[config.mk]
export PLATFORM = sky130hd
export DESIGN_NAME = mmio_hub_flat
export DESIGN_NICKNAME = d
export VERILOG_FILES = /design/src/rtl/mmio_hub_if.sv /design/src/rtl/mmio_hub.sv /design/src/flat_wrapper.sv
export SDC_FILE = /design/constraint.sdc
export NUM_CORES = 1
export LEC_CHECK = 0
export BUFFER_PORTS_ARGS = -buffer_cell sky130_fd_sc_hd__buf_2
export CORE_ASPECT_RATIO = 1.4
export CORE_MARGIN = 4
export CORE_UTILIZATION = 58
export DETAILED_ROUTE_END_ITERATION = 10
export GPL_ROUTABILITY_DRIVEN = 0
export MAX_ROUTING_LAYER = met4
export PLACE_DENSITY_LB_ADDON = 0.15
export SLEW_MARGIN = 5
export SYNTH_ARGS = -nofsm -noshare
export SYNTH_HDL_FRONTEND = slang
export SYNTH_SLANG_ARGS = --single-unit
export TNS_END_PERCENT = 20
[constraint.sdc]
create_clock -name clock -period 3.18 [get_ports clock]
set_input_delay 0.318 -clock clock [delete_from_list [all_inputs] [get_ports clock]]
set_output_delay 0.318 -clock clock [all_outputs]
set_load 0.05 [all_outputs]
[src/rtl/mmio_hub_if.sv]
// rtl/mmio_hub_if.sv - processor data-port bus between the CPU/RAM side and mmio_hub
interface mmio_hub_if #(
    parameter int ADDR_WIDTH = 13
);
    logic [ADDR_WIDTH-1:0] address;
    logic [31:0]           data_in;
    logic                  wren;
    logic [31:0]           data_out;
    logic                  ram_wren;
    logic [31:0]           ram_q;

    // ram_q originates on the system side (external RAM), so it travels with the master.
    modport master (
        output address, data_in, wren, ram_q,
        input  data_out, ram_wren
    );

    modport slave (
        input  address, data_in, wren, ram_q,
        output data_out, ram_wren
    );
endinterface

[src/rtl/mmio_hub.sv]
// rtl/mmio_hub.sv - per-player controller/rumble/sprite I/O hub with RAM pass-through
module mmio_hub #(
    parameter int                    NUM_PLAYERS = 2,
    parameter int                    CTRL_WIDTH  = 8,
    parameter int                    ADDR_WIDTH  = 13,
    parameter logic [ADDR_WIDTH-1:0] IO_BASE     = 13'h1F00,
    parameter int                    DB_CYCLES   = 50000
) (
    input  logic                              clock,
    input  logic                              reset_btn,
    mmio_hub_if.slave                         bus,
    input  logic [NUM_PLAYERS*CTRL_WIDTH-1:0] gpio_in,
    output logic [NUM_PLAYERS-1:0]            gpio_out,
    input  logic                              vga_frame_sync,
    output logic [NUM_PLAYERS*128-1:0]        player_vga
);
    localparam int                    NP      = NUM_PLAYERS;
    localparam int                    CW      = CTRL_WIDTH;
    localparam int                    DBW     = $clog2(DB_CYCLES);
    localparam logic [DBW-1:0]        DB_LAST = DBW'(DB_CYCLES - 1);
    localparam logic [ADDR_WIDTH-1:0] FC_OFF  = ADDR_WIDTH'(8 * NUM_PLAYERS);

    logic [NP*CW-1:0]          gpio_s1_q, gpio_s2_q, gpio_s3_q;
    logic                      vga_s1_q, vga_s2_q, vga_s3_q;
    logic [NP-1:0][CW-1:0]     deb_q, deb_d;
    logic [NP-1:0][CW-1:0]     edge_q, edge_d;
    logic [NP-1:0][DBW-1:0]    cnt_q, cnt_d;
    logic [NP-1:0][15:0]       timer_q, timer_d;
    logic [NP-1:0][127:0]      shadow_q, shadow_d;
    logic [NP-1:0][127:0]      vga_q, vga_d;
    logic [NP-1:0]             pending_q, pending_d;
    logic [31:0]               frame_cnt_q, frame_cnt_d;
    logic [31:0]               rdata_q, rdata_d;
    logic                      io_sel_q, io_sel_d;

    logic                      io_space;
    logic [ADDR_WIDTH-1:0]     offset;
    logic                      commit;
    logic                      rd;
    logic                      hit;
    logic [CW-1:0]             synced, prev_s, rise;

    assign io_space = (bus.address >= IO_BASE);
    assign offset   = bus.address - IO_BASE;
    assign rd       = ~bus.wren;
    assign commit   = vga_s2_q & ~vga_s3_q;
    assign io_sel_d = io_space;

    always_comb begin
        deb_d       = deb_q;
        cnt_d       = cnt_q;
        edge_d      = edge_q;
        timer_d     = timer_q;
        shadow_d    = shadow_q;
        vga_d       = vga_q;
        pending_d   = pending_q;
        frame_cnt_d = frame_cnt_q;
        rdata_d     = '0;
        hit         = 1'b0;
        synced      = '0;
        prev_s      = '0;
        rise        = '0;

        if (commit) frame_cnt_d = frame_cnt_q + 32'd1;
        if (io_space && offset == FC_OFF) rdata_d = frame_cnt_q;

        for (int p = 0; p < NP; p++) begin
            hit    = io_space && (offset[ADDR_WIDTH-1:3] == (ADDR_WIDTH-3)'(p));
            synced = gpio_s2_q[p*CW +: CW];
            prev_s = gpio_s3_q[p*CW +: CW];

            // Only a vector that has held still for the full window may replace debounced.
            if (synced != prev_s) begin
                cnt_d[p] = '0;
            end else begin
                if (cnt_q[p] != DB_LAST) cnt_d[p] = cnt_q[p] + DBW'(1);
                if (cnt_q[p] == DB_LAST && synced != deb_q[p]) deb_d[p] = synced;
            end

            rise      = deb_d[p] & ~deb_q[p];
            edge_d[p] = ((hit && rd && offset[2:0] == 3'd5) ? '0 : edge_q[p]) | rise;

            if (timer_q[p] != 16'd0) timer_d[p] = timer_q[p] - 16'd1;

            if (commit) begin
                vga_d[p]     = shadow_q[p];
                pending_d[p] = 1'b0;
            end

            // Writes come after the commit so a colliding shadow write keeps pending set.
            if (hit && bus.wren) begin
                if (offset[2] == 1'b0) begin
                    shadow_d[p][{offset[1:0], 5'b0} +: 32] = bus.data_in;
                    pending_d[p] = 1'b1;
                end else if (offset[1:0] == 2'd2) begin
                    timer_d[p] = bus.data_in[15:0];
                end
            end

            if (hit) begin
                case (offset[2:0])
                    3'd4:    rdata_d = 32'(deb_q[p]);
                    3'd5:    rdata_d = 32'(edge_q[p]);
                    3'd6:    rdata_d = 32'(timer_q[p]);
                    3'd7:    rdata_d = {31'b0, pending_q[p]};
                    default: rdata_d = shadow_q[p][{offset[1:0], 5'b0} +: 32];
                endcase
            end
        end
    end

    always_ff @(posedge clock or negedge reset_btn) begin
        if (!reset_btn) begin
            gpio_s1_q   <= '0;
            gpio_s2_q   <= '0;
            gpio_s3_q   <= '0;
            vga_s1_q    <= 1'b0;
            vga_s2_q    <= 1'b0;
            vga_s3_q    <= 1'b0;
            deb_q       <= '0;
            edge_q      <= '0;
            cnt_q       <= '0;
            timer_q     <= '0;
            shadow_q    <= '0;
            vga_q       <= '0;
            pending_q   <= '0;
            frame_cnt_q <= '0;
            rdata_q     <= '0;
            // Select the zeroed I/O read register so data_out is 0 through reset.
            io_sel_q    <= 1'b1;
        end else begin
            gpio_s1_q   <= gpio_in;
            gpio_s2_q   <= gpio_s1_q;
            gpio_s3_q   <= gpio_s2_q;
            vga_s1_q    <= vga_frame_sync;
            vga_s2_q    <= vga_s1_q;
            vga_s3_q    <= vga_s2_q;
            deb_q       <= deb_d;
            edge_q      <= edge_d;
            cnt_q       <= cnt_d;
            timer_q     <= timer_d;
            shadow_q    <= shadow_d;
            vga_q       <= vga_d;
            pending_q   <= pending_d;
            frame_cnt_q <= frame_cnt_d;
            rdata_q     <= rdata_d;
            io_sel_q    <= io_sel_d;
        end
    end

    assign bus.data_out = io_sel_q ? rdata_q : bus.ram_q;
    assign bus.ram_wren = bus.wren & ~io_space;
    assign player_vga   = vga_q;

    always_comb begin
        gpio_out = '0;
        for (int p = 0; p < NP; p++) gpio_out[p] = (timer_q[p] != 16'd0);
    end
endmodule

[src/flat_wrapper.sv]
// flat-port wrapper written by rule: the top's interface ports become plain ports
module mmio_hub_flat 
#(
    parameter int                    NUM_PLAYERS = 2,
    parameter int                    CTRL_WIDTH  = 8,
    parameter int                    ADDR_WIDTH  = 13,
    parameter logic [ADDR_WIDTH-1:0] IO_BASE     = 13'h1F00,
    parameter int                    DB_CYCLES   = 50000
)
  (clock, reset_btn, gpio_in, gpio_out, vga_frame_sync, player_vga, bus_address, bus_data_in, bus_wren, bus_ram_q, bus_data_out, bus_ram_wren);
  mmio_hub_if #(.ADDR_WIDTH(ADDR_WIDTH)) bus_i ();
  input  logic clock;
  input  logic reset_btn;
  input  logic [NUM_PLAYERS*CTRL_WIDTH-1:0] gpio_in;
  output logic [NUM_PLAYERS-1:0] gpio_out;
  input  logic vga_frame_sync;
  output logic [NUM_PLAYERS*128-1:0] player_vga;
  input wire logic [$bits(bus_i.address)-1:0] bus_address;
  input wire logic [$bits(bus_i.data_in)-1:0] bus_data_in;
  input wire logic [$bits(bus_i.wren)-1:0] bus_wren;
  input wire logic [$bits(bus_i.ram_q)-1:0] bus_ram_q;
  output wire logic [$bits(bus_i.data_out)-1:0] bus_data_out;
  output wire logic [$bits(bus_i.ram_wren)-1:0] bus_ram_wren;
  assign bus_i.address = bus_address;
  assign bus_i.data_in = bus_data_in;
  assign bus_i.wren = bus_wren;
  assign bus_i.ram_q = bus_ram_q;
  assign bus_data_out = bus_i.data_out;
  assign bus_ram_wren = bus_i.ram_wren;
  mmio_hub #(.NUM_PLAYERS(NUM_PLAYERS), .CTRL_WIDTH(CTRL_WIDTH), .ADDR_WIDTH(ADDR_WIDTH), .IO_BASE(IO_BASE), .DB_CYCLES(DB_CYCLES)) u_core (.clock(clock), .reset_btn(reset_btn), .bus(bus_i), .gpio_in(gpio_in), .gpio_out(gpio_out), .vga_frame_sync(vga_frame_sync), .player_vga(player_vga));
endmodule
Yosys cells after proc, flatten, opt, wreduce, memory -nomap -nowiden. Index checks and enable logic that the tools add are counted.

Add/subtract/negate cells: 7. Magnitude comparators: 1. Eq/ne operators: 15. Shifts and indexed selects: 4. Muxes and demuxes: 32. Bitwise operators: 12. Reduce and logical (&&, ||, !) cells: 18.

Operators by type and width (count): $bwmux 128 (2); $pmux 32 s4 (2); $shiftx 128x8->32 (2); $mux 16 (12); $mux 32 (4); $shift 32x9->128 const A (1); $shiftx 32x9->128 (1); $mux 8 (6); $add 16x1->16 const B (2); $add 32x1->32 const B (1); $eq 16x16->1 const B (2); $ne 16x16->1 const B (2); $ne 8x8->1 (4); $reduce_bool 16->1 (2); $sub 16x1->16 const B (2); $and 8x8->8 (2); $not 8->8 (2); $or 8x8->8 (2); $eq 13x5->1 const B (1); $ge 13x13->1 const B (1); $sub 13x13->13 const B (1); $eq 3x3->1 const B (4); $logic_and 1x1->1 (11); $eq 10x1->1 const B (1); 8 further kinds (19).

Flip-flop bits (word level): 726. Input port bits: 97. Output and inout port bits: 291. Logic and storage cells: 111.

Logic depth before layout (Yosys ltp).
Depth after elaboration: 7. Mapped depth: 13.

Worst setup path before layout. OpenSTA, ideal clock, no wires.

Path kind: input -> register. Start: in bus_address[1]. End: reg u_core.shadow_q[100] in the netlist's numbering. Library setup time: 0.125 ns. Arrival time: 3.546 ns. Data required time: 3.055 ns. Setup slack: -0.491 ns. Stages: 13. Path buffers: 6. Cell sequence: clkbuf_1 -> clkbuf_1 -> buf_1 -> inv_1 -> ha_1 -> buf_2 -> nor3b_2 -> a32oi_1 -> nor3_2 -> buf_2 -> nand4_1 -> buf_2 -> mux2_2.

Longest elaborated chain between the ends: 5. Elaborated cells on any way between the ends: 11.

Ends and longest elaborated chain: from (decl) (RTL line flat_wrapper.sv:18) `input wire logic [$bits(bus_i.address)-1:0] bus_address;`; branches (longest 5 deep; another with $sub 13x13->13); to (signal assigned) (RTL line mmio_hub.sv:142) `shadow_q <= shadow_d;`; to (decl) (RTL line mmio_hub.sv:29) `logic [NP-1:0][127:0] shadow_q, shadow_d;`.

Several ways; the timed one is not identified. A chain may end at the register's enable or synchronous reset.

Worst setup path after layout.
Start: reg u_core.timer_q[23] in the netlist's numbering. End: out gpio_out[1].

Longest elaborated chain between the ends: 1.

Ends and longest elaborated chain: from (decl) (RTL line mmio_hub.sv:28) `logic [NP-1:0][15:0] timer_q, timer_d;`; from (signal assigned) (RTL line mmio_hub.sv:141) `timer_q <= timer_d;`; $reduce_bool 16->1 (RTL line mmio_hub.sv:157) `for (int p = 0; p < NP; p++) gpio_out[p] = (timer_q[p] != 16'd0);`; to (decl) (RTL line flat_wrapper.sv:15) `output logic [NUM_PLAYERS-1:0] gpio_out;`.

Every way passes these cells.

==> impl_results.md <==
* Result of the run: completed
* Time the final worst path needs with I/O delays and setup at 3.03 ns
* Final Skew at around 0.025 ns
* Residual overflow from global routing at 0
* Pwr dens at 510 nW/um2
* Maximum level of the CTS H-tree at 3
* 1st-pass router iterations at 6
* Number of library cell types mapped by synthesis at a little over 60
* Port Buffer Count at between 300 and 400
* Unrepaired setup endpoints after global routing: false
* Detail Placement HPWL at just under 70 mm
* Net total in the final layout at ~3.3k
* Final setup violation count at 0
* Setup TNS Final at 0 ns
* Worst Setup Start Kind: flop
* Critical Path End Type: output pin
* Number of buffers between clock root and the deepest sink at 3
* Horizontal extent of the die at 206 um
* Number of synthesis warnings at 0
* Combined area of all synthesized cells at 31700 um2
* Worst r2r path cells at 5
* Class of the tightest hold or removal check: in -> reg
* Number of antenna violations at the first check in global routing at 6
* Final Hold Slack at 0.0540 ns
* Initial Utilization at approximately three fifths
* Starting DRC count in detailed routing at 2151
* Vias/cell at a little under 6
* Ratio of cells with drive above 1 in the final layout at between 20% and 30%
* Num CTS Buffers at 70
* Number of standard cells after synthesis at approximately 2.8k
* Slew of the pin with the lowest slew margin at between 1 and 1.5 ns
* Register area share after synthesis at around 57%
* Mean instance size in the synthesized netlist at around 11 um2
* Share of async-settable or async-resettable flops after synthesis at between 90% and 100%
* Final clock period utilization by the worst path at 95.1%
* Global-route wire length before repair at between 100 and 150 mm
* Net count of the mapped netlist at roughly 2.9k
* Number of DRC violations after detailed routing at 0
* Floorplan row count at around 100
* Synthesis-stage register bit count at slightly above 700
* Number of enable-type register cells in the synthesized netlist at 0
* Overall die area at 58500 um2
* Clock tree from TritonCTS: done
* Cell count of the worst hold path at 3
* Number of global-route vias before repair at 24.9k
* Number of hold violations in the final report at 0
* CTS clk-pin slew, worst paths at roughly 0.06 ns
* Root buffer cell: clkbuf_16
* Data required time at the worst endpoint at ~2.9 ns
* Fraction of the core area covered by cells at the end of the flow at between 60% and 70%
* Worst ir drop on vdd at about 0.33 mV
* Average routed wire per standard cell at 24.0 um
* Worst rel slew slack at between 20% and 30%
* Number of top-level design ports at ~390
* Commonest register cell after synthesis: dfrtp_1
* Clock sinks at 726
* Maximum fanout along the worst path at 9
* Pin count of the biggest net entering global routing at approximately 140
* Number of max-slew violations in the final report at 0
* Wire length after detailed routing at between 90 and 100 mm
* Leak at ~20 nW
* Syn-to-layout area delta at 17.9%
* Start-to-end type of the worst setup path: reg -> out
* Clock insertion delay at the later pin of the skew report at 0.62 ns
* Reg-to-reg setup timing slack at around 0.70 ns
* Overall via count from detail_route at roughly 24k
* Core area at around 54000 um2
* Count of max-cap constraint violations at 0
* Y dimension of the die at approximately 280 um
* Arrival time of data at the critical path endpoint at roughly 2.7 ns
* Overall track demand over capacity in global routing at 34.0%
* Post-route ant nets at 0
* Achievable clock frequency at 331 MHz
[cell type report]
cell class              count  area, um2
multi-input cells        1926      12900
fillers                  3986      16900
repair buffers            492       2910
inverters                  14       52.6
well taps                 721        902
diodes                      6       15.0
flip-flops and latches    726      18200
clock buffers             106       2170
clock inverters            18        198
[sequential cells by signal (all words and copies together), names as in the netlist]
register and flops:
u_core.pending_q 2, u_core.frame_cnt_q 32, u_core.gpio_s1_q 16, u_core.gpio_s3_q 16, u_core.io_sel_q 1, u_core.timer_q 32
u_core.shadow_q 256, u_core.rdata_q 32, u_core.vga_s2_q 1, u_core.vga_s3_q 1, u_core.vga_s1_q 1, u_core.deb_q 16
u_core.gpio_s2_q 16, u_core.player_vga 256, u_core.edge_q 16, u_core.cnt_q 32
[report_power, final]
group	switching [mW]	leakage, nW	internal (mW)
clock	3.58	1.17	4.98
combinational	0.767	8.63	0.321
sequential	0.0971	9.80	9.31
total	4.44	19.6	14.6
[cell families (layout without fill, tap and decap cells)]
logic type / Yosys count / count (layout) / synth area share [%]
and+or+nand+nor: 1258 / 1258 / 17.4
AOI/OAI and AO/OA: 165 / 165 / 3.74
buffers and inverters: 171 / 630 / 2.16
xor gates and xnor gates: 114 / 114 / 3.15
adders and majority gates: 16 / 16 / 0.632
muxes: 373 / 373 / 15.5
DFF: 726 / 726 / 57.4
other: 0 / 6 / 0
[stage by stage]
step	cell area [um2]	total power [mW]	instances	setup WS, ns
CTS	37300	19.2	4003	0.194
global placement	34800	10.6	3861	0.339
detailed placement	34800	10.6	3861	0.248
global route	37300	19.7	4009	0.0545
floorplan	31700	10.1	2823	0.0580
finish	37300	19.1	4009	0.154
[synthesized netlist by cell type, drive strengths merged (4+ instances only)]
| cell | instances | area, um2 |
|---|---|---|
| nand4 | 29 | 181 |
| nor3b | 10 | 80.1 |
| xor2 | 61 | 534 |
| a31oi | 12 | 75.1 |
| clkbuf | 114 | 428 |
| nor3 | 17 | 90.1 |
| mux2 | 307 | 3460 |
| a22oi | 20 | 150 |
| a32oi | 17 | 149 |
| xnor2 | 53 | 464 |
| mux4 | 64 | 1440 |
| inv | 14 | 52.6 |
| and2 | 134 | 838 |
| o2bb2ai | 16 | 140 |
| buf | 43 | 204 |
| nor2 | 93 | 349 |
| nand3 | 44 | 220 |
| ha | 16 | 200 |
| a21o | 4 | 30.0 |
| a221oi | 14 | 123 |
| nand2 | 853 | 3200 |
| dfrtp | 725 | 18100 |
| nand2b | 19 | 119 |
| and3 | 14 | 87.6 |
| nor2b | 7 | 43.8 |
| a21oi | 51 | 255 |
| a222oi | 7 | 70.1 |
| nor4 | 16 | 128 |
[critical path: stages, from the launching register on]
cell and delay (ns):
dfrtp_1 0.48, nor4_1 0.69, nand4_1 0.54, buf_2 0.39
[repair_timing]
| action | 4_1_cts | 5_1_grt |
|---|---|---|
| resized for setup | 0 | 0 |
| buffers inserted | 0 | 0 |
| hold endpoints to repair | 126 | 0 |
| hold buffers | 18 | 0 |
[final timing paths]
path / startpoint / end
min in group asynchronous: reset_btn / u_core.cnt_q[13]
setup reg to reg: u_core.frame_cnt_q[7] / u_core.frame_cnt_q[31]
hold / removal: bus_data_in[14] / u_core.timer_q[14]
hold reg to reg: u_core.gpio_s1_q[6] / u_core.gpio_s2_q[6]
setup / recovery: u_core.timer_q[23] / gpio_out[1]
max in group asynchronous: reset_btn / u_core.player_vga[32]
[layout by cell type, fill, tap and decap left out, drive strengths merged, types with 4 or more instances in the layout]
cell / instances
nand3: 44
nor4: 16
and3: 14
a21o: 4
a221oi: 14
buf: 474
nor3b: 10
nand2b: 19
clkinv: 12
diode: 6
mux4: 64
a31oi: 12
a222oi: 7
dfrtp: 725
xnor2: 53
and2: 134
a32oi: 17
nor3: 17
clkbuf: 106
ha: 16
nor2b: 7
nor2: 93
o2bb2ai: 16
inv: 16
nand2: 853
a22oi: 20
mux2: 307
a21oi: 51
dlygate4sd3: 18
xor2: 61
nand4: 29
[per-layer routing]
layer	wire length [um]	global-route usage, %	part of all wire [%]	vias to the layer above
li1	-	-	-	10300
met1	36300	41.7	38	12200
met2	47300	53.9	49	933
met3	5900	4.90	6.1	272
met4	6910	20.5	7.2	0
met5	0	-	0	-
No activity file was read; power rests on OpenSTA's default activity.
